--- src/rtl/axi_r_stream_tap_pkg.sv ---
// Shared types and constants for the AXI R-channel stream tap.
package axi_r_stream_tap_pkg;

   typedef enum logic [1:0] {
      ST_IDLE = 2'd0,
      ST_HDR  = 2'd1,
      ST_DATA = 2'd2
   } state_e;

   localparam logic [1:0] OKAY   = 2'b00;
   localparam logic [1:0] EXOKAY = 2'b01;
   localparam logic [1:0] SLVERR = 2'b10;
   localparam logic [1:0] DECERR = 2'b11;

   function automatic logic resp_is_err(input logic [1:0] resp);
      return (resp >= SLVERR);
   endfunction

endpackage

--- src/rtl/stream_fifo.sv ---
// Small synchronous FIFO with a combinational head view; DEPTH must be a power of two.
module stream_fifo #(
   parameter int WIDTH = 129,
   parameter int DEPTH = 4
) (
   input  logic             clk,
   input  logic             resetn,
   input  logic             push,
   input  logic [WIDTH-1:0] push_data,
   input  logic             pop,
   output logic [WIDTH-1:0] head_data,
   output logic             full,
   output logic             empty
);

   localparam int AW = (DEPTH > 1) ? $clog2(DEPTH) : 1;
   localparam int CW = $clog2(DEPTH) + 1;

   logic [WIDTH-1:0] mem_q [DEPTH];
   logic [WIDTH-1:0] mem_d [DEPTH];
   logic [AW-1:0]    wr_ptr_q, wr_ptr_d;
   logic [AW-1:0]    rd_ptr_q, rd_ptr_d;
   logic [CW-1:0]    count_q, count_d;
   logic             do_push_s;
   logic             do_pop_s;

   assign full      = (count_q == CW'(DEPTH));
   assign empty     = (count_q == {CW{1'b0}});
   assign head_data = mem_q[rd_ptr_q];

   // Next-state for storage, pointers (wrapping naturally at DEPTH) and occupancy.
   always_comb begin
      do_push_s = push & ~full;
      do_pop_s  = pop & ~empty;
      mem_d     = mem_q;
      wr_ptr_d  = wr_ptr_q;
      rd_ptr_d  = rd_ptr_q;
      count_d   = count_q;
      if (do_push_s) begin
         mem_d[wr_ptr_q] = push_data;
         wr_ptr_d        = wr_ptr_q + AW'(1);
      end else begin
         wr_ptr_d = wr_ptr_q;
      end
      if (do_pop_s) begin
         rd_ptr_d = rd_ptr_q + AW'(1);
      end else begin
         rd_ptr_d = rd_ptr_q;
      end
      case ({do_push_s, do_pop_s})
         2'b10:   count_d = count_q + CW'(1);
         2'b01:   count_d = count_q - CW'(1);
         default: count_d = count_q;
      endcase
   end

   // FIFO state registers.
   always_ff @(posedge clk or negedge resetn) begin
      if (!resetn) begin
         mem_q    <= '{default: '0};
         wr_ptr_q <= {AW{1'b0}};
         rd_ptr_q <= {AW{1'b0}};
         count_q  <= {CW{1'b0}};
      end else begin
         mem_q    <= mem_d;
         wr_ptr_q <= wr_ptr_d;
         rd_ptr_q <= rd_ptr_d;
         count_q  <= count_d;
      end
   end

endmodule

--- src/rtl/axi_r_stream_tap.sv ---
// Passes an AXI R channel through unchanged while copying each burst, framed by a
// header word, into a tap stream; error beats are replaced by a status word.
module axi_r_stream_tap
   import axi_r_stream_tap_pkg::*;
#(
   parameter int                           DATA_WIDTH        = 128,
   parameter int                           ID_WIDTH          = 32,
   parameter int                           USER_WIDTH        = 64,
   parameter int                           STREAM_TYPE_WIDTH = 3,
   parameter logic [STREAM_TYPE_WIDTH-1:0] STREAM_TYPE       = 3'b010,
   parameter int                           FIFO_DEPTH        = 4,
   parameter int                           MAX_BURST         = 256
) (
   input  logic                  clk,
   input  logic                  resetn,
   input  logic [ID_WIDTH-1:0]   AXIM_rid,
   input  logic [DATA_WIDTH-1:0] AXIM_rdata,
   input  logic [1:0]            AXIM_rresp,
   input  logic                  AXIM_rlast,
   input  logic [USER_WIDTH-1:0] AXIM_ruser,
   input  logic                  AXIM_rvalid,
   output logic                  AXIM_rready,
   output logic [ID_WIDTH-1:0]   AXIS_rid,
   output logic [DATA_WIDTH-1:0] AXIS_rdata,
   output logic [1:0]            AXIS_rresp,
   output logic                  AXIS_rlast,
   output logic [USER_WIDTH-1:0] AXIS_ruser,
   output logic                  AXIS_rvalid,
   input  logic                  AXIS_rready,
   output logic                  tap_valid,
   input  logic                  tap_ready,
   output logic [DATA_WIDTH-1:0] tap_data,
   output logic                  tap_last,
   output logic                  in_progress,
   output logic                  err_resp,
   output logic                  err_overflow
);

   localparam int                BW       = $clog2(MAX_BURST) + 1;
   localparam logic [BW-1:0]     LAST_IDX = BW'(MAX_BURST - 1);

   state_e                state_q, state_d;
   logic [BW-1:0]         beat_idx_q, beat_idx_d;
   logic                  err_resp_q, err_resp_d;
   logic                  err_ovf_q, err_ovf_d;
   logic                  fifo_full_s, fifo_empty_s;
   logic                  push_s;
   logic [DATA_WIDTH:0]   push_word_s;
   logic [DATA_WIDTH:0]   head_word_s;
   logic [DATA_WIDTH-1:0] hdr_word_s;
   logic [DATA_WIDTH-1:0] err_word_s;
   logic                  axim_rready_s;
   logic                  axis_rvalid_s;

   assign AXIS_rid     = AXIM_rid;
   assign AXIS_rdata   = AXIM_rdata;
   assign AXIS_rresp   = AXIM_rresp;
   assign AXIS_rlast   = AXIM_rlast;
   assign AXIS_ruser   = AXIM_ruser;
   assign AXIS_rvalid  = axis_rvalid_s;
   assign AXIM_rready  = axim_rready_s;
   assign tap_valid    = ~fifo_empty_s;
   assign tap_data     = head_word_s[DATA_WIDTH-1:0];
   assign tap_last     = head_word_s[DATA_WIDTH];
   assign in_progress  = (state_q != ST_IDLE);
   assign err_resp     = err_resp_q;
   assign err_overflow = err_ovf_q;

   // Header and error-status words: tag in the MSBs, payload in the LSBs.
   always_comb begin
      hdr_word_s                                          = '0;
      hdr_word_s[ID_WIDTH-1:0]                            = AXIM_rid;
      hdr_word_s[DATA_WIDTH-1 -: STREAM_TYPE_WIDTH]       = STREAM_TYPE;
      err_word_s                                          = '0;
      err_word_s[9:0]                                     = {8'(beat_idx_q), AXIM_rresp};
      err_word_s[DATA_WIDTH-1 -: STREAM_TYPE_WIDTH]       = STREAM_TYPE;
   end

   // Burst framing FSM: R handshakes only pass in DATA, and only while the tap has room.
   always_comb begin
      state_d       = state_q;
      beat_idx_d    = beat_idx_q;
      err_resp_d    = err_resp_q;
      err_ovf_d     = err_ovf_q;
      push_s        = 1'b0;
      push_word_s   = '0;
      axim_rready_s = 1'b0;
      axis_rvalid_s = 1'b0;
      case (state_q)
         ST_IDLE: begin
            if (AXIM_rvalid) begin
               state_d = ST_HDR;
            end else begin
               state_d = ST_IDLE;
            end
         end
         ST_HDR: begin
            if (!fifo_full_s) begin
               push_s      = 1'b1;
               push_word_s = {1'b0, hdr_word_s};
               beat_idx_d  = {BW{1'b0}};
               state_d     = ST_DATA;
            end else begin
               state_d = ST_HDR;
            end
         end
         ST_DATA: begin
            axis_rvalid_s = AXIM_rvalid & ~fifo_full_s;
            axim_rready_s = AXIS_rready & ~fifo_full_s;
            if (AXIM_rvalid && axim_rready_s) begin
               push_s     = 1'b1;
               beat_idx_d = beat_idx_q + BW'(1);
               if (resp_is_err(AXIM_rresp)) begin
                  push_word_s = {AXIM_rlast, err_word_s};
                  err_resp_d  = 1'b1;
               end else begin
                  push_word_s = {AXIM_rlast, AXIM_rdata};
               end
               if (AXIM_rlast) begin
                  state_d = ST_IDLE;
               end else if (beat_idx_q == LAST_IDX) begin
                  // Runaway burst: close the frame ourselves and flag it.
                  push_word_s[DATA_WIDTH] = 1'b1;
                  err_ovf_d               = 1'b1;
                  state_d                 = ST_IDLE;
               end else begin
                  state_d = ST_DATA;
               end
            end else begin
               state_d = ST_DATA;
            end
         end
         default: state_d = ST_IDLE;
      endcase
   end

   // Control and sticky error registers.
   always_ff @(posedge clk or negedge resetn) begin
      if (!resetn) begin
         state_q    <= ST_IDLE;
         beat_idx_q <= {BW{1'b0}};
         err_resp_q <= 1'b0;
         err_ovf_q  <= 1'b0;
      end else begin
         state_q    <= state_d;
         beat_idx_q <= beat_idx_d;
         err_resp_q <= err_resp_d;
         err_ovf_q  <= err_ovf_d;
      end
   end

   stream_fifo #(
      .WIDTH (DATA_WIDTH + 1),
      .DEPTH (FIFO_DEPTH)
   ) u_fifo (
      .clk       (clk),
      .resetn    (resetn),
      .push      (push_s),
      .push_data (push_word_s),
      .pop       (tap_valid & tap_ready),
      .head_data (head_word_s),
      .full      (fifo_full_s),
      .empty     (fifo_empty_s)
   );

endmodule

--- config.mk ---
export PLATFORM = sky130hd
export DESIGN_NAME = axi_r_stream_tap
export DESIGN_NICKNAME = d
export VERILOG_FILES = /design/src/rtl/axi_r_stream_tap_pkg.sv /design/src/rtl/stream_fifo.sv /design/src/rtl/axi_r_stream_tap.sv
export SDC_FILE = /design/constraint.sdc
export NUM_CORES = 1
export LEC_CHECK = 0
export ABC_AREA = 1
export BUFFER_PORTS_ARGS = -buffer_cell sky130_fd_sc_hd__buf_2
export CORE_MARGIN = 5
export CORE_UTILIZATION = 30
export CTS_BUF_LIST = sky130_fd_sc_hd__clkbuf_2 sky130_fd_sc_hd__clkbuf_4 sky130_fd_sc_hd__clkbuf_8
export CTS_CLUSTER_SIZE = 40
export DETAILED_ROUTE_END_ITERATION = 7
export GPL_TIMING_DRIVEN = 0
export PLACE_DENSITY_LB_ADDON = 0.08
export SLEW_MARGIN = 15
export SYNTH_ARGS = -nofsm -noshare
export SYNTH_HDL_FRONTEND = slang
export SYNTH_HIERARCHICAL = 1
export SYNTH_SLANG_ARGS = --single-unit
--- constraint.sdc ---
create_clock -name clk -period 6.5 [get_ports clk]
set_clock_uncertainty 0.1 [all_clocks]
set_input_delay 0.325 -clock clk [delete_from_list [all_inputs] [get_ports clk]]
set_output_delay 0.325 -clock clk [all_outputs]
set_load 0.02 [all_outputs]
==> results_dict.tcl <==
set metrics [dict create \
    outcome "completed" \
    instances_no_fill 5983 \
    syn-cell-area_um2 29310 \
    portBuffers 529 \
    yosysWarnings 6 \
    synth_commonest_cells "1242 x nand2_1, 536 x dfrtp_1, 517 x nand4_1" \
    vdd_drop_max_mv 0.1803 \
    antenna_found_initial 4 \
    synth_edf_count 0 \
    dp.final_hpwl_um 90760 \
    min_period_over_period 0.8047 \
    cpMaxStageDelayCell "clkbuf_1" \
    drt_pass1_iterations 5 \
    synth_top_cell_by_area "dfrtp_1" \
    endpoint_kind "register" \
    power_leakage_nw 19.29 \
    cts_made_buffers 103 \
    crit_chain "nor2_2 > nand2_2 > buf_6 > buf_2 > buf_2 > inv_1 > inv_1 > nand4_4 > inv_2 > buf_6 > nor2_1 > nor2_1 > buf_4 > buf_2 > clkbuf_1 > nand4_1 > nand2_1" \
    grt.total_usage 0.2393 \
    ys_ff_latch 536 \
    cpMostUsedCell "buf_2" \
    postCtsHoldBufs 107 \
    crit_required_ns 7.04 \
    wire_per_inst_um 21.60 \
    grt_max_degree 93 \
    start_util 0.3027 \
    setup_viol 0 \
    num-nets-final 4875 \
    path_clk_slew_ns 0.06 \
    clk_latency_ns 0.71 \
    async_flop_share 1.000 \
    grt_pass1_vias 29380 \
    core_area_um2 96850 \
    max-slew-margin-rel 0.2751 \
    cts_resized 0 \
    cts_setup_buffers 0 \
    cp_max_fo 10 \
    dp_cells 5695 \
    syn2layout_area_growth_pct 26.22 \
    drive_above_1_share 0.2444 \
    syn_nets 4128 \
    synth_top_area_share 0.4576 \
    grt_pass1_wl_um 190600 \
    vias_per_cell 4.979 \
    max_cap_viol_count 0 \
    synth_ff_type "dfrtp_1" \
    crit_type "reg -> reg" \
    netlist_instances 3884 \
    clockRootBuffer "clkbuf_8" \
    worstPathArrival_ns 5.77 \
    power_mw 15.42 \
    worstMarginPinSlew_ns 1.085 \
    grt_setup_unrepaired "no" \
    ys_seq_area_frac 0.4576 \
    gp_congestion 0.8183 \
    fin_tns_setup_ns 0 \
    avgSynthCellArea_um2 7.547 \
    fin_worst_hold_slack_ns 0.05244 \
    routed-via-count 29790 \
    dr.first_iter.drc_count 2552 \
    power_density_nw_per_um2 416.8 \
    period_needed_ns 5.231 \
    drv_slew 0 \
    wirelength_um 129200 \
    startpoint_type "register" \
    finalCoreUtilization 0.3820 \
    drc 0 \
    htreeDepth 3 \
    ys_types 31 \
    ioPinCount 594 \
    ant_nets 0 \
    tritoncts "done" \
    dieWidth_um 322.6 \
    synth_most_common_cell "nand2_1" \
    fmax_mhz 191.2 \
    synthTopCellsByArea "dfrtp_1 46%, nand2_1 16%, nand4_1 11%" \
    die_h_um 322.6 \
    cpPeakStageDelay_ns 0.74 \
    grt-ovfl-total 0 \
    cts.sink_count 536 \
    hp-class "in -> reg" \
    clock_path_buffers 3 \
    dieArea_um2 104100 \
    final_hold_viol_count 0 \
    rows 114 \
]
-- power breakdown --
group	switching [mW]	internal, mW	leakage [nW]
Sequential	0.230	3.76	7.43
Combinational	5.87	1.93	10.7
Clock	1.56	2.08	1.17
-- sequential cells by signal, summed over array words and instances, names as in the netlist --
name / flops
u_fifo/wr_ptr_q: 2
err_overflow: 1
state_q: 2
beat_idx_q: 9
err_resp: 1
u_fifo/rd_ptr_q: 2
u_fifo/count_q: 3
u_fifo/mem_q: 516
-- metrics by stage --
stage	setup slack (ns)	instance area [µm²]
final	1.269	37000
after global routing	1.094	37000
after CTS	1.229	36990
after detailed placement	1.272	33730
after global placement	-7.570	33560
after floorplan	3.348	29310
-- cells by family (layout without fill, tap and decap cells) --
group	count (synthesis)	in the layout	synth area share
fa+ha+maj	12	12	0.005378
compound gates	443	443	0.07590
simple gates	2283	2283	0.3394
buf+inv	608	1429	0.1211
other cells	0	2	0
xor+xnor	2	2	0.0005977
flops	536	536	0.4576
-- worst max-delay path: cells and delay by family (launching register included) --
family | cells | cell delay, ns
buffers and inverters | 10 | 3.52
flip-flops | 1 | 0.40
AND/OR/NAND/NOR | 7 | 1.10
-- area by class of cell --
cell class / instances / area [µm²]
clock inverter: 15 / 162.7
multi-input combinational: 2740 / 12350
antenna: 2 / 5.005
sequential: 536 / 13410
buffer: 571 / 3412
timing repair buffer: 642 / 3894
clock buffer: 164 / 2026
tap: 1276 / 1597
fill: 10460 / 59850
inverter: 37 / 141.4
-- placed cells by master, fill, tap and decap left out, drive strengths merged --
cell type and n:
dlygate4sd3 107, clkinvlp 2, ha 11, xor2 1
o21ai 405, nand4 518, xnor2 1, o22ai 1
inv 37, fa 1, nor3b 3, dfrtp 536
o21bai 1, nor3 5, clkinv 10, nand2 1244
a31o 1, nand3 16, clkbuf 276, nor2 496
or2 1, diode 2, buf 994, a21oi 35
bufinv 3
-- per-layer routing --
| layer | wire (µm) | vias up | track usage | part of all wire |
|---|---|---|---|---|
| met5 | 0 | - | 0 | 0 |
| met4 | 2737 | 0 | 0.05738 | 0.021 |
| met3 | 7205 | 113 | 0.03275 | 0.056 |
| met2 | 60820 | 950 | 0.3927 | 0.47 |
| met1 | 58470 | 14470 | 0.3365 | 0.45 |
| li1 | - | 14260 | - | - |
-- final timing paths --
kind	to	cells past startpoint	from	slack, ns
worst min-delay path	u_fifo/mem_q[390]	5	AXIM_rid[3]	0.05
max in group asynchronous	u_fifo/mem_q[503]	6	resetn	4.07
worst max-delay path	u_fifo/mem_q[472]	17	u_fifo/count_q[0]	1.27
min in group asynchronous	u_fifo/mem_q[438]	3	resetn	0.54
worst min register to register	u_fifo/mem_q[271]	2	u_fifo/mem_q[271]	0.36
worst max register to register	u_fifo/mem_q[472]	17	u_fifo/count_q[0]	1.27
Power figures use the tool's default switching activity.
